<file path="src/rtl/switch_box_config_loader.sv">
// -----------------------------------------------------------------------------
// switch_box_config_loader
//
// Writer side of a switch box configuration port. It accepts a word-serial
// bitstream over a valid/ready handshake and builds a shadow copy of the
// configuration. A trailing XOR checksum word is then compared against that
// copy. On a match, the shadow is committed atomically onto config_out.
// A failed or aborted load leaves config_out untouched.
//
// Parameters
//   CONFIG_WIDTH : committed configuration width (multiple of WORD_WIDTH)
//   WORD_WIDTH   : bitstream word width
//
// Ports
//   clock      in   single clock, rising edge
//   nreset     in   asynchronous active-low reset
//   start      in   begin (or restart) a load
//   data_in    in   bitstream word
//   data_valid in   data_in is valid
//   data_ready out  loader accepts a word this cycle (combinational)
//   config_out out  committed configuration, drives switch box config_in
//   busy       out  load in progress
//   done       out  one-cycle pulse after a successful commit
//   error      out  last load failed its checksum; sticky until start/reset
//
// state | meaning
// ------+---------------------------------------------------------------
// IDLE  | no load in progress; words are not accepted
// LOAD  | collecting configuration words 0..NUM_WORDS-1 into the shadow
// CHECK | waiting for the checksum word; commit or flag error on transfer
// -----------------------------------------------------------------------------
module switch_box_config_loader #(
    parameter int CONFIG_WIDTH = 160,
    parameter int WORD_WIDTH   = 8
) (
    input  logic                    clock,
    input  logic                    nreset,
    input  logic                    start,
    input  logic [WORD_WIDTH-1:0]   data_in,
    input  logic                    data_valid,
    output logic                    data_ready,
    output logic [CONFIG_WIDTH-1:0] config_out,
    output logic                    busy,
    output logic                    done,
    output logic                    error
);

    localparam int NUM_WORDS = CONFIG_WIDTH / WORD_WIDTH;
    localparam int CNT_W     = (NUM_WORDS > 1) ? $clog2(NUM_WORDS) : 1;

    localparam logic [CNT_W-1:0] LAST_IDX = CNT_W'(NUM_WORDS - 1);
    localparam logic [CNT_W-1:0] CNT_ONE  = CNT_W'(1);

    if ((CONFIG_WIDTH % WORD_WIDTH) != 0) begin : g_bad_width
        $error("CONFIG_WIDTH (%0d) must be a multiple of WORD_WIDTH (%0d)",
               CONFIG_WIDTH, WORD_WIDTH);
    end

    typedef enum logic [1:0] {
        IDLE  = 2'd0,
        LOAD  = 2'd1,
        CHECK = 2'd2
    } state_t;

    state_t                  state;
    logic [CNT_W-1:0]        word_cnt;
    logic [WORD_WIDTH-1:0]   acc;
    logic [CONFIG_WIDTH-1:0] shadow;
    logic                    xfer;

    // start takes priority over any word presented in the same cycle.
    assign data_ready = (state != IDLE) && !start;
    assign xfer       = data_valid && data_ready;

    // The shadow is deliberately left out of reset. Every slice is rewritten
    // before the CHECK state can commit it, so stale content never reaches
    // config_out.
    always_ff @(posedge clock) begin
        if (xfer && (state == LOAD)) begin
            for (int k = 0; k < NUM_WORDS; k++) begin
                if (word_cnt == CNT_W'(k)) begin
                    shadow[k*WORD_WIDTH +: WORD_WIDTH] <= data_in;
                end
            end
        end
    end

    always_ff @(posedge clock or negedge nreset) begin
        if (!nreset) begin
            state      <= IDLE;
            word_cnt   <= '0;
            acc        <= '0;
            config_out <= '0;
            busy       <= 1'b0;
            done       <= 1'b0;
            error      <= 1'b0;
        end else begin
            done <= 1'b0;
            if (start) begin
                state    <= LOAD;
                busy     <= 1'b1;
                word_cnt <= '0;
                acc      <= '0;
                error    <= 1'b0;
            end else if (xfer) begin
                case (state)
                    LOAD: begin
                        acc <= acc ^ data_in;
                        // The counter stops at the last index instead of
                        // wrapping; CHECK then consumes the checksum word.
                        if (word_cnt == LAST_IDX) begin
                            state <= CHECK;
                        end else begin
                            word_cnt <= word_cnt + CNT_ONE;
                        end
                    end
                    CHECK: begin
                        if (data_in == acc) begin
                            config_out <= shadow;
                            done       <= 1'b1;
                        end else begin
                            error <= 1'b1;
                        end
                        state <= IDLE;
                        busy  <= 1'b0;
                    end
                    default: begin
                        state <= IDLE;
                        busy  <= 1'b0;
                    end
                endcase
            end
        end
    end

endmodule

</file>
<file path="config.mk">
export PLATFORM = sky130hd
export DESIGN_NAME = switch_box_config_loader
export DESIGN_NICKNAME = d
export VERILOG_FILES = /design/src/rtl/switch_box_config_loader.sv
export SDC_FILE = /design/constraint.sdc
export NUM_CORES = 1
export LEC_CHECK = 0
export CORE_MARGIN = 2
export CORE_UTILIZATION = 30
export CTS_BUF_LIST = sky130_fd_sc_hd__clkbuf_8 sky130_fd_sc_hd__clkbuf_16
export CTS_CLUSTER_DIAMETER = 50
export DETAILED_ROUTE_END_ITERATION = 10
export PLACE_DENSITY_LB_ADDON = 0.3
export SETUP_SLACK_MARGIN = 0.15
export SLEW_MARGIN = 20
export SYNTH_ARGS = -nofsm -noshare
export SYNTH_HDL_FRONTEND = slang
export SYNTH_SLANG_ARGS = --single-unit
</file>
<file path="constraint.sdc">
create_clock -name clock -period 2.94 [get_ports clock]
set_input_delay 0.441 -clock clock [delete_from_list [all_inputs] [get_ports clock]]
set_output_delay 0.441 -clock clock [all_outputs]
set_load 0.01 [all_outputs]
</file>
-- Yosys cells after proc, flatten, opt, wreduce, memory -nomap -nowiden
Index checks and enable logic that the tools add are counted.
- add/subtract/negate cells: 1
- equal/unequal tests: 26
- mux-type cells: 22
- bitwise gates (word level): 2
- reduce and logical (&&, ||, !) cells: 35
- operators with widths (kind ; count):
    $reduce_and A2 Y1 ; 23
    $eq A5 B4 Y1 const B ; 8
    $mux W8 ; 3
    $eq A5 B3 Y1 const B ; 4
    $eq A5 B5 Y1 const B ; 4
    $mux W5 ; 4
    $mux W1 ; 11
    $eq A5 B2 Y1 const B ; 2
    $eq A8 B8 Y1 ; 1
    $mux W2 ; 4
    $reduce_bool A2 Y1 ; 4
    $xor A8 B8 Y8 ; 1
    $ne A2 B2 Y1 const B ; 3
    $reduce_and A3 Y1 ; 2
    $add A5 B1 Y5 const B ; 1
    $eq A5 B1 Y1 const B ; 1
    $logic_not A5 Y1 ; 1
    $reduce_and A4 Y1 ; 1
    $logic_and A1 B1 Y1 ; 3
    $ne A3 B2 Y1 const B ; 1
    $eq A2 B1 Y1 const B ; 1
    $eq A2 B2 Y1 const B ; 1
    $logic_not A1 Y1 ; 1
    $not A1 Y1 ; 1
- flip-flop bits (word level): 338
- input port bits: 12
- output and inout port bits: 164
- logic and storage cells: 113

-- Longest topological paths before layout
Gate-level depths: netlist of the first run.
- depth after elaboration: 5
- mapped depth: 6
- depth with buffers taken out: 5

-- Least setup slack after synthesis of the first run
Ideal clock, no wire load.
- path type: input port to flip-flop
- from: input start
- to: register shadow[104] (enable)
- library setup time: 0.385 ns
- data arrival time: 1.763 ns
- data required time: 2.555 ns
- setup slack: 0.792 ns
- stages on the path: 3
- path buffers: 0
- cell sequence: nor4bb_1 > nand3_1 > nor3b_1
- cells in the longest elaborated chain, start to end: 5
- ends and longest elaborated chain (element ; RTL line ; text):
    from (decl) ; 38 ; input logic start,
    $logic_not A1 Y1 ; 72 ; assign data_ready = (state != IDLE) && !start;
    $logic_and A1 B1 Y1 ; 72 ;
    $logic_and A1 B1 Y1 ; 73 ; assign xfer = data_valid && data_ready;
    $logic_and A1 B1 Y1 ; 79 ; if (xfer && (state == LOAD)) begin
    $reduce_and A2 Y1 (no source line) ; n/a ;
    to (signal, indexed assignment) ; 82 ; shadow[k*WORD_WIDTH +: WORD_WIDTH] <= data_in;
    to (decl) ; 68 ; logic [CONFIG_WIDTH-1:0] shadow;
No other way between the ends.
A chain may end at the register's enable or synchronous reset.

-- Worst setup path in the final report of the first run
- from: input start
- to: output data_ready
- cells in the longest elaborated chain, start to end: 2
- ends and longest elaborated chain (element ; RTL line ; text):
    $logic_not A1 Y1 ; 72 ;
    $logic_and A1 B1 Y1 ; 72 ;
    to (decl) ; 41 ; output logic data_ready,
No other way between the ends.

==> impl_results.html, run 1 <==
<table>
<tr><th>Metric</th><th>Value</th></tr>
<tr><th colspan="2">Run status</th></tr>
<tr><td>Outcome</td><td>finished clean</td></tr>
<tr><th colspan="2">Routing</th></tr>
<tr><td>Initial DRC Count</td><td>between 300 and 400</td></tr>
<tr><td>DR pass1 iterations</td><td>4</td></tr>
<tr><td>Number of design rule violations left after detail routing</td><td>0</td></tr>
<tr><td>Final wirelength</td><td>28140 um</td></tr>
<tr><td>Average wire per cell in the routed design</td><td>approximately 20 um</td></tr>
<tr><td>Number of vias per cell</td><td>between 4 and 5</td></tr>
<tr><td>Number of nets with antenna violations after routing</td><td>0</td></tr>
<tr><td>DR vias</td><td>between 6000 and 7000</td></tr>
<tr><th colspan="2">CTS</th></tr>
<tr><td>CTS buffer count</td><td>slightly above 40</td></tr>
<tr><td>Clock root buffer master</td><td>sky130_fd_sc_hd__clkbuf_16</td></tr>
<tr><td>Count of buffers added by post-CTS timing repair for setup</td><td>0</td></tr>
<tr><td>Later-pin clock latency in the skew report</td><td>approximately 540 ps</td></tr>
<tr><td>Total number of H-tree levels</td><td>2</td></tr>
<tr><td>Clock-pin slew on the worst setup and hold paths</td><td>~60 ps</td></tr>
<tr><td>Clock net sink count</td><td>about 340</td></tr>
<tr><td>TritonCTS clock tree</td><td>yes</td></tr>
<tr><td>Number of instances resized during post-cts repair</td><td>0</td></tr>
<tr><td>Clock Path Buffers</td><td>3</td></tr>
<tr><th colspan="2">GRT</th></tr>
<tr><td>Initial antenna violation count</td><td>0</td></tr>
<tr><td>Via count of the first global-routing pass</td><td>~6400</td></tr>
<tr><td>Met1 routing resource usage after global routing</td><td>a little under a fifth</td></tr>
<tr><td>Total routing usage reported by global routing</td><td>~14%</td></tr>
<tr><td>Met3 GRT Util</td><td>~3%</td></tr>
<tr><td>Wire length of the first global-routing pass</td><td>41920 um</td></tr>
<tr><td>Layer with the highest usage</td><td>met2</td></tr>
<tr><td>Largest net degree at the start of global routing</td><td>94</td></tr>
<tr><td>Sum of overflow across all layers after global routing</td><td>0</td></tr>
<tr><td>Met2 Resource Use GR</td><td>between 20% and 30%</td></tr>
<tr><th colspan="2">STA</th></tr>
<tr><td>Total negative slack</td><td>0 ps</td></tr>
<tr><td>Worst slew margin</td><td>roughly 50%</td></tr>
<tr><td>Final setup fails</td><td>0</td></tr>
<tr><td>Setup repair after global routing missed its margin</td><td>no</td></tr>
<tr><td>Setup clock skew after layout</td><td>between 10 and 15 ps</td></tr>
<tr><td>Final hold violation count</td><td>0</td></tr>
<tr><td>Part of the cycle the worst path needs</td><td>approximately 83%</td></tr>
<tr><td>Actual transition at the worst max-transition pin</td><td>about 740 ps</td></tr>
<tr><td>Post-route minimum period</td><td>2446 ps</td></tr>
<tr><td>Achievable Freq</td><td>a little over 400 MHz</td></tr>
<tr><td>Total count of max-transition violations in the final report</td><td>0</td></tr>
<tr><th colspan="2">Die</th></tr>
<tr><td>Die area</td><td>slightly above 40000 sq um</td></tr>
<tr><td>Number of primary I/O pins</td><td>about 180</td></tr>
<tr><td>Cell row count</td><td>around 70</td></tr>
<tr><td>Initial core utilization</td><td>between 30 and 40%</td></tr>
<tr><td>Core area</td><td>38920 sq um</td></tr>
<tr><td>Die outline height</td><td>between 200 and 250 um</td></tr>
<tr><td>X dimension of the die</td><td>between 200 and 250 um</td></tr>
<tr><th colspan="2">Setup path</th></tr>
<tr><td>Critical path required time</td><td>2500 ps</td></tr>
<tr><td>CP endpoint kind</td><td>output port</td></tr>
<tr><td>Arr. time, crit path</td><td>about 2000 ps</td></tr>
<tr><td>Top fanout value on the critical path</td><td>10</td></tr>
<tr><td>Worst Path Class, Setup</td><td>primary input to output port</td></tr>
<tr><td>Startpoint type of the worst setup path</td><td>primary input</td></tr>
<tr><th colspan="2">Power and ir drop</th></tr>
<tr><td>Switching part of the total power</td><td>between 20 and 25%</td></tr>
<tr><td>Static leakage</td><td>6.763 nW</td></tr>
<tr><td>Reg power frac</td><td>between 40% and 50%</td></tr>
<tr><td>Internal Pwr Total</td><td>7.920 mW</td></tr>
<tr><td>Ratio of total power to cell area</td><td>641.0 nW/um^2</td></tr>
<tr><td>Comb pwr share</td><td>2.4%</td></tr>
<tr><td>Worst vdd ir</td><td>0.3942 mV</td></tr>
<tr><td>Net switching power figure</td><td>~2.2 mW</td></tr>
<tr><td>Clock network fraction of total power</td><td>47.9%</td></tr>
<tr><th colspan="2">Synthesis</th></tr>
<tr><td>Cell variety after synth</td><td>32</td></tr>
<tr><td>Adder-Cell Fraction of Synth Area</td><td>less than 1%</td></tr>
<tr><td>Multiplexer area fraction after synthesis</td><td>between 10% and 20%</td></tr>
<tr><td>Total of flip-flops plus latches after synthesis</td><td>338</td></tr>
<tr><td>Area of the mapped netlist</td><td>roughly 12000 sq um</td></tr>
<tr><td>Gate Count Post-Synth</td><td>about 620</td></tr>
<tr><td>Combinational family with the most area after synthesis</td><td>multiplexers</td></tr>
<tr><td>Sequential-to-total area share from yosys stat</td><td>77.87%</td></tr>
<tr><td>Syn_area_per_cell</td><td>approximately 19 sq um</td></tr>
<tr><td>Yosys warning count</td><td>0</td></tr>
<tr><td>Post-synthesis share of cell area spent on and, or, nand and nor gates</td><td>under 10%</td></tr>
<tr><td>Area share of xor/xnor cells in the synthesized design</td><td>under 10%</td></tr>
<tr><td>Synthesized netlist net count</td><td>640</td></tr>
<tr><td>Fraction of the mapped netlist area in compound gates</td><td>less than 1%</td></tr>
<tr><th colspan="2">Placement</th></tr>
<tr><td>Dpl hpwl</td><td>16700 um</td></tr>
<tr><td>Placer Congestion</td><td>0.7250</td></tr>
<tr><td>Port Buffer Count</td><td>about 180</td></tr>
<tr><th colspan="2">Final layout</th></tr>
<tr><td>Commonest cells after routing, fill and taps aside</td><td>sky130_fd_sc_hd__dfrtp_1, sky130_fd_sc_hd__clkdlybuf4s50_1, sky130_fd_sc_hd__edfxtp_1</td></tr>
<tr><td>Number of antenna repair diodes</td><td>0</td></tr>
<tr><td>Nets@finish</td><td>871</td></tr>
<tr><td>Synth-to-Final Area Change</td><td>32.34%</td></tr>
<tr><td>Fin util</td><td>40.43%</td></tr>
<tr><td>Fraction of final layout cells sized beyond drive strength 1</td><td>approximately a fifth</td></tr>
<tr><td>Most common cell after layout, fill and taps aside</td><td>sky130_fd_sc_hd__dfrtp_1</td></tr>
<tr><td># fillers</td><td>about 3600</td></tr>
<tr><th colspan="2">Job</th></tr>
<tr><td>Maxcap violations</td><td>0</td></tr>
<tr><th colspan="2">Min path</th></tr>
<tr><td>HP Class</td><td>flop to flop</td></tr>
</table>
state kept, by name (all words and copies together), names as in the netlist:
signal and flops:
config_out 160, shadow 160, acc 8, word_cnt 5, state 2, busy 1
done 1, error 1
worst paths after layout:
check | startpoint | to | slack [ps] | depth (start not counted)
worst max-delay path | start | data_ready | 490 | 4
worst min-delay path | shadow[135]$_DFFE_PP_ | config_out[135]$_DFFE_PN0P_ | 450 | 1
worst max register to register | acc[7]$_DFFE_PN0P_ | config_out[131]$_DFFE_PN0P_ | 760 | 5
worst min register to register | shadow[135]$_DFFE_PP_ | config_out[135]$_DFFE_PN0P_ | 450 | 1
max in group asynchronous | nreset | config_out[29]$_DFFE_PN0P_ | 1530 | 3
min in group asynchronous | nreset | config_out[76]$_DFFE_PN0P_ | 520 | 2
critical path: stages:
cell	delay [ps]
sky130_fd_sc_hd__clkdlybuf4s50_1	560
sky130_fd_sc_hd__buf_4	260
sky130_fd_sc_hd__nor2_1	170
sky130_fd_sc_hd__clkdlybuf4s50_1	570
through the flow:
step | hold WS, ps | std cells | power, mW | setup WS (ps) | area, sq um
floorplan | 145.4 | 623 | 5.163 | 792.1 | 11890
global placement | 433.3 | 1328 | 5.361 | 334.9 | 14420
detailed placement | 440.7 | 1328 | 5.364 | 323.2 | 14420
CTS | 450.4 | 1402 | 10.27 | 507.1 | 15740
global route | 465.7 | 1402 | 10.49 | 462.2 | 15740
finish | 446.9 | 1402 | 10.09 | 494.3 | 15740
Yosys cell counts:
library cell               count  share of area, %
sky130_fd_sc_hd__dfrtp_1     178                37
sky130_fd_sc_hd__edfxtp_1    160                40
sky130_fd_sc_hd__mux2_1       89               8.4
sky130_fd_sc_hd__mux2_2       71               6.7
sky130_fd_sc_hd__nor2_1       17              0.54
sky130_fd_sc_hd__xor2_1       17               1.3
sky130_fd_sc_hd__nand2_1      12              0.38
sky130_fd_sc_hd__buf_6        10              0.95
sky130_fd_sc_hd__and3_1        9              0.47
sky130_fd_sc_hd__clkbuf_1      9              0.28
sky130_fd_sc_hd__and2_1        7              0.37
sky130_fd_sc_hd__ha_1          5              0.53
sky130_fd_sc_hd__buf_1         4              0.13
sky130_fd_sc_hd__inv_1         4              0.13
sky130_fd_sc_hd__nor3_1        4              0.17
sky130_fd_sc_hd__nor3b_1       3              0.19
sky130_fd_sc_hd__nor4bb_1      3              0.25
sky130_fd_sc_hd__a21o_1        2              0.13
sky130_fd_sc_hd__a21oi_1       2             0.084
sky130_fd_sc_hd__nand3b_1      2              0.13
sky130_fd_sc_hd__nor4_2        2              0.21
sky130_fd_sc_hd__o21ai_0       2             0.084
sky130_fd_sc_hd__xnor2_1       2              0.15
sky130_fd_sc_hd__a211oi_1      1             0.063
sky130_fd_sc_hd__a21boi_0      1             0.063
sky130_fd_sc_hd__and3b_1       1             0.074
sky130_fd_sc_hd__nand3_1       1             0.042
sky130_fd_sc_hd__nand3_2       1             0.084
sky130_fd_sc_hd__nand4_1       1             0.053
sky130_fd_sc_hd__nor2b_1       1             0.053
sky130_fd_sc_hd__nor4_1        1             0.053
sky130_fd_sc_hd__o21ba_2       1             0.084
area by class of cell:
type                       count  area (sq um)  area share (%)
sequential                   338          9259           58.84
tap                          518         648.1           4.119
clock buffer                  46          1095           6.958
inverter                       4         15.01         0.09542
multi-input combinational    258          2472           15.71
timing repair buffer         211          2036           12.94
clock inverter                27         210.2           1.336
cells by family after synthesis:
family | after synthesis
AOI/OAI and AO/OA | 9
xor gates and xnor gates | 19
adders and majority gates | 5
buffers and inverters | 27
DFF | 338
muxes | 160
and+or+nand+nor | 65
layer usage:
metal | vias to the layer above | part of all wire [%]
li1 | 2744 | -
met3 | 38 | 4.9
met2 | 147 | 48
met1 | 3236 | 45
met5 | - | 0
met4 | 0 | 2.0
what timing repair did:
action,in CTS,in global routing
setup endpoints to repair,0,0
hold buffers,1,0
endpoints found under the hold margin,46,0
power groups by stage:
stage	logic (mW)	clock network, mW	registers [mW]
6_report	0.246	4.83	5.01
5_1_grt	0.281	5.20	5.01
4_1_cts	0.266	5.00	5.01
3_5_place_dp	0.264	0	5.10
3_3_place_gp	0.262	0	5.10
2_1_floorplan	0.0677	0	5.10
Power figures use the tool's default switching activity.
==> run 2, diff against run 1 <==
==> constraint.sdc (replaced) <==
create_clock -name clock -period 2.05 [get_ports clock]
set_input_delay 0.3075 -clock clock [delete_from_list [all_inputs] [get_ports clock]]
set_output_delay 0.3075 -clock clock [all_outputs]
set_load 0.01 [all_outputs]
==> run 2 against run 1 <==
  * Cell count increased by 1.9%
  * Die area unchanged
  * Sequential power increased by 43%
  * Critical path depth increased by 1
  * Clock skew increased by 4.4 ps
  * Worst hold slack got worse by 210 ps
  * Flip-flop and latch count unchanged
  * First-iteration DRC count decreased by 7.5%
  * Largest cell class unchanged
==> impl_results.html, run 2 (synthesized netlist as in run 1, its figures left out) <==
<table>
<tr><th>Metric</th><th>Value</th></tr>
<tr><th colspan="2">Run status</th></tr>
<tr><td>Outcome</td><td>finished clean</td></tr>
<tr><th colspan="2">Routing</th></tr>
<tr><td>Number of nets with antenna violations after routing</td><td>0 (unchanged)</td></tr>
<tr><td>Initial DRC Count</td><td>294 (-7.5%)</td></tr>
<tr><td>Number of vias per cell</td><td>4.338 (-1.4%)</td></tr>
<tr><td>DR pass1 iterations</td><td>4 (unchanged)</td></tr>
<tr><td>Final wirelength</td><td>28880 um (+2.6%)</td></tr>
<tr><td>DR vias</td><td>6194 (+0.47%)</td></tr>
<tr><td>Number of design rule violations left after detail routing</td><td>0 (unchanged)</td></tr>
<tr><td>Average wire per cell in the routed design</td><td>20.22 um (+0.74%)</td></tr>
<tr><th colspan="2">Placement</th></tr>
<tr><td>Placed standard-cell area</td><td>14750 sq um (+2.3%)</td></tr>
<tr><td>Placer Congestion</td><td>0.7417 (+2.3%)</td></tr>
<tr><td>Inst Count DP</td><td>1344 (+1.2%)</td></tr>
<tr><td>Dpl hpwl</td><td>16730 um (+0.17%)</td></tr>
<tr><td>Port Buffer Count</td><td>175 (unchanged)</td></tr>
<tr><th colspan="2">CTS</th></tr>
<tr><td>Clock root buffer master</td><td>sky130_fd_sc_hd__clkbuf_16</td></tr>
<tr><td>Total number of H-tree levels</td><td>2 (unchanged)</td></tr>
<tr><td>Clock Path Buffers</td><td>3 (unchanged)</td></tr>
<tr><td>TritonCTS clock tree</td><td>yes</td></tr>
<tr><td>Clock-pin slew on the worst setup and hold paths</td><td>60 ps (about the same)</td></tr>
<tr><td>Clock net sink count</td><td>338 (unchanged)</td></tr>
<tr><td>Later-pin clock latency in the skew report</td><td>540 ps (about the same)</td></tr>
<tr><td>CTS buffer count</td><td>41 (unchanged)</td></tr>
<tr><th colspan="2">Min path</th></tr>
<tr><td>HP Class</td><td>primary input to flop</td></tr>
<tr><td>Worst hold path endpoint</td><td>state[1]$_DFFE_PN0P_</td></tr>
<tr><td>Cells on Worst Hold Path</td><td>2 (+1)</td></tr>
<tr><td>Startpoint of the tightest hold check path</td><td>start</td></tr>
<tr><th colspan="2">STA</th></tr>
<tr><td>Final setup fails</td><td>0 (unchanged)</td></tr>
<tr><td>Actual transition at the worst max-transition pin</td><td>588.3 ps (-153.7 ps)</td></tr>
<tr><td>Setup clock skew after layout</td><td>16.37 ps (+4.396 ps)</td></tr>
<tr><td>Final hold violation count</td><td>0 (unchanged)</td></tr>
<tr><td>Total negative slack</td><td>0 ps (unchanged)</td></tr>
<tr><td>Achievable Freq</td><td>around 500 MHz</td></tr>
<tr><td>Worst slew margin</td><td>60.78% (+11 points)</td></tr>
<tr><td>Total count of max-transition violations in the final report</td><td>0 (unchanged)</td></tr>
<tr><td>Part of the cycle the worst path needs</td><td>between 90% and 100%</td></tr>
<tr><td>Post-route minimum period</td><td>a little under 2000 ps</td></tr>
<tr><td>Setup repair after global routing missed its margin</td><td>yes</td></tr>
<tr><th colspan="2">Die</th></tr>
<tr><td>Initial core utilization</td><td>30.55% (unchanged)</td></tr>
<tr><td>Cell row count</td><td>72 (unchanged)</td></tr>
<tr><td>X dimension of the die</td><td>203.1 um (unchanged)</td></tr>
<tr><td>Die outline height</td><td>203.1 um (unchanged)</td></tr>
<tr><td>Die area</td><td>41240 sq um (unchanged)</td></tr>
<tr><td>Number of primary I/O pins</td><td>176 (unchanged)</td></tr>
<tr><td>Core area</td><td>38920 sq um (unchanged)</td></tr>
<tr><th colspan="2">Final layout</th></tr>
<tr><td>Number of antenna repair diodes</td><td>0 (unchanged)</td></tr>
<tr><td>Post-route cell area</td><td>16190 sq um (+2.9%)</td></tr>
<tr><td>Nets@finish</td><td>897 (+3.0%)</td></tr>
<tr><td>Non-filler cells, final</td><td>1428 (+1.9%)</td></tr>
<tr><td>Synth-to-Final Area Change</td><td>36.20%</td></tr>
<tr><td>Most common cell after layout, fill and taps aside</td><td>sky130_fd_sc_hd__dfrtp_1</td></tr>
<tr><td>Fin util</td><td>41.61% (+1.2 points)</td></tr>
<tr><td>Top Registers</td><td>config_out (160), shadow (160), acc (8)</td></tr>
<tr><td>Commonest cells after routing, fill and taps aside</td><td>sky130_fd_sc_hd__dfrtp_1, sky130_fd_sc_hd__clkdlybuf4s50_1, sky130_fd_sc_hd__edfxtp_1</td></tr>
<tr><td>Fraction of final layout cells sized beyond drive strength 1</td><td>23.96% (+3.1 points)</td></tr>
<tr><th colspan="2">Setup path</th></tr>
<tr><td>Top fanout value on the critical path</td><td>78 (+68)</td></tr>
<tr><td>CP max stage delay</td><td>410 ps (-160 ps)</td></tr>
<tr><td>Worst reg2reg setup slack</td><td>60 ps (-700 ps)</td></tr>
<tr><td>Worst-path cell chain</td><td>xor2_1 -&gt; nor4_4 -&gt; nand3_4 -&gt; buf_12 -&gt; mux2_1</td></tr>
<tr><td>Critical path required time</td><td>2460 ps (-40 ps)</td></tr>
<tr><td>Arr. time, crit path</td><td>2400 ps (+400 ps)</td></tr>
<tr><td>Endpoint of the lowest-slack register-to-register path</td><td>config_out[140]$_DFFE_PN0P_</td></tr>
<tr><td>CP endpoint kind</td><td>flop</td></tr>
<tr><td>Reg2reg path depth</td><td>5 (unchanged)</td></tr>
<tr><td>Critical-path cell with the highest stage delay</td><td>sky130_fd_sc_hd__mux2_1</td></tr>
<tr><td>Worst Path Class, Setup</td><td>flop to flop</td></tr>
<tr><td>Startpoint type of the worst setup path</td><td>flop</td></tr>
<tr><td>Reg2Reg Launch Point</td><td>acc[1]$_DFFE_PN0P_</td></tr>
<tr><th colspan="2">GRT</th></tr>
<tr><td>Sum of overflow across all layers after global routing</td><td>0 (unchanged)</td></tr>
<tr><td>Initial antenna violation count</td><td>1 (+1)</td></tr>
<tr><td>Largest net degree at the start of global routing</td><td>84 (-11%)</td></tr>
<tr><td>Total routing usage reported by global routing</td><td>13.97% (+0.12 points)</td></tr>
<tr><td>Wire length of the first global-routing pass</td><td>42160 um (+0.56%)</td></tr>
<tr><td>Via count of the first global-routing pass</td><td>6507 (+2.4%)</td></tr>
<tr><th colspan="2">Job</th></tr>
<tr><td>Maxcap violations</td><td>0 (unchanged)</td></tr>
<tr><th colspan="2">Power and ir drop</th></tr>
<tr><td>Internal Pwr Total</td><td>11.23 mW (+42%)</td></tr>
<tr><td>Static leakage</td><td>6.972 nW (+3.1%)</td></tr>
<tr><td>Reg power frac</td><td>50.0% (+0.4 points)</td></tr>
<tr><td>Switching part of the total power</td><td>21.76% (+0.28 points)</td></tr>
<tr><td>Net switching power figure</td><td>3.123 mW (+44%)</td></tr>
<tr><td>Worst vdd ir</td><td>0.5623 mV (+43%)</td></tr>
<tr><td>Comb pwr share</td><td>2.8% (+0.4 points)</td></tr>
<tr><td>Clock network fraction of total power</td><td>47.2% (-0.7 points)</td></tr>
<tr><td>Ratio of total power to cell area</td><td>886.3 nW/um^2 (+38%)</td></tr>
</table>
## run 2: metrics by stage
step / hold slack (ps) / power (mW) / worst slack (ps)
after global placement: 360.8 / 7.721 / -335.5
final: 237.2 / 14.35 / 60.23
after CTS: 184.3 / 14.61 / 83.12
after global routing: 251.2 / 14.91 / 6.394
after floorplan: 11.91 / 7.405 / -63.92
after detailed placement: 360.1 / 7.723 / -351.4
## run 2: power by group through the flow
stage          Clock (mW)  Combinational, mW  Sequential [mW]
2_1_floorplan           0             0.0977             7.31
4_1_cts              7.01              0.415             7.18
3_3_place_gp            0              0.407             7.31
3_5_place_dp            0              0.407             7.32
6_report             6.77              0.396             7.18
5_1_grt              7.28              0.441             7.18
## run 2: area by class of cell
type	instances	area (sq um)
Fill cell	3584	22720
Sequential cell	338	9259
Inverter	4	15.01
Clock buffer	45	1081
Clock inverter	28	201.4
Tap cell	518	648.1
Timing Repair Buffer	237	2481
Multi-Input combinational cell	258	2509
## run 2: per-layer routing
layer  global-route usage (%)  wire length, um  part of all wire [%]
met1                    18.84            13160                    46
met2                    22.44            13890                    48
met5                        0                0                     0
met3                    2.713             1200                   4.2
met4                    5.136              627                   2.2
## run 2: how the worst max path moves through the flow
| stage | cells after the start | end | from |
|---|---|---|---|
| floorplan | 3 | shadow[112]$_DFFE_PP_ | state[1]$_DFFE_PN0P_ |
| global placement | 8 | shadow[57]$_DFFE_PP_ | start |
| detailed placement | 8 | shadow[57]$_DFFE_PP_ | start |
| CTS | 5 | config_out[129]$_DFFE_PN0P_ | acc[4]$_DFFE_PN0P_ |
| global route | 5 | config_out[147]$_DFFE_PN0P_ | acc[1]$_DFFE_PN0P_ |
| finish | 5 | config_out[140]$_DFFE_PN0P_ | acc[1]$_DFFE_PN0P_ |
## run 2: what timing repair did
action | CTS | global route
hold buffers | 1 | 0
setup endpoints to repair | 185 | 200
buffers inserted | 4 | 3
pin swaps | 1 | 3
endpoints found under the hold margin | 56 | 0
resized for setup | 3 | 8
cloned | 0 | 3
## run 2: critical path: cells and delay by family, from the launching register on
| family | cells | cell delay [ps] |
|---|---|---|
| simple gates | 2 | 530 |
| mux | 1 | 410 |
| buf+inv | 1 | 220 |
| flops | 1 | 400 |
| xor+xnor | 1 | 190 |
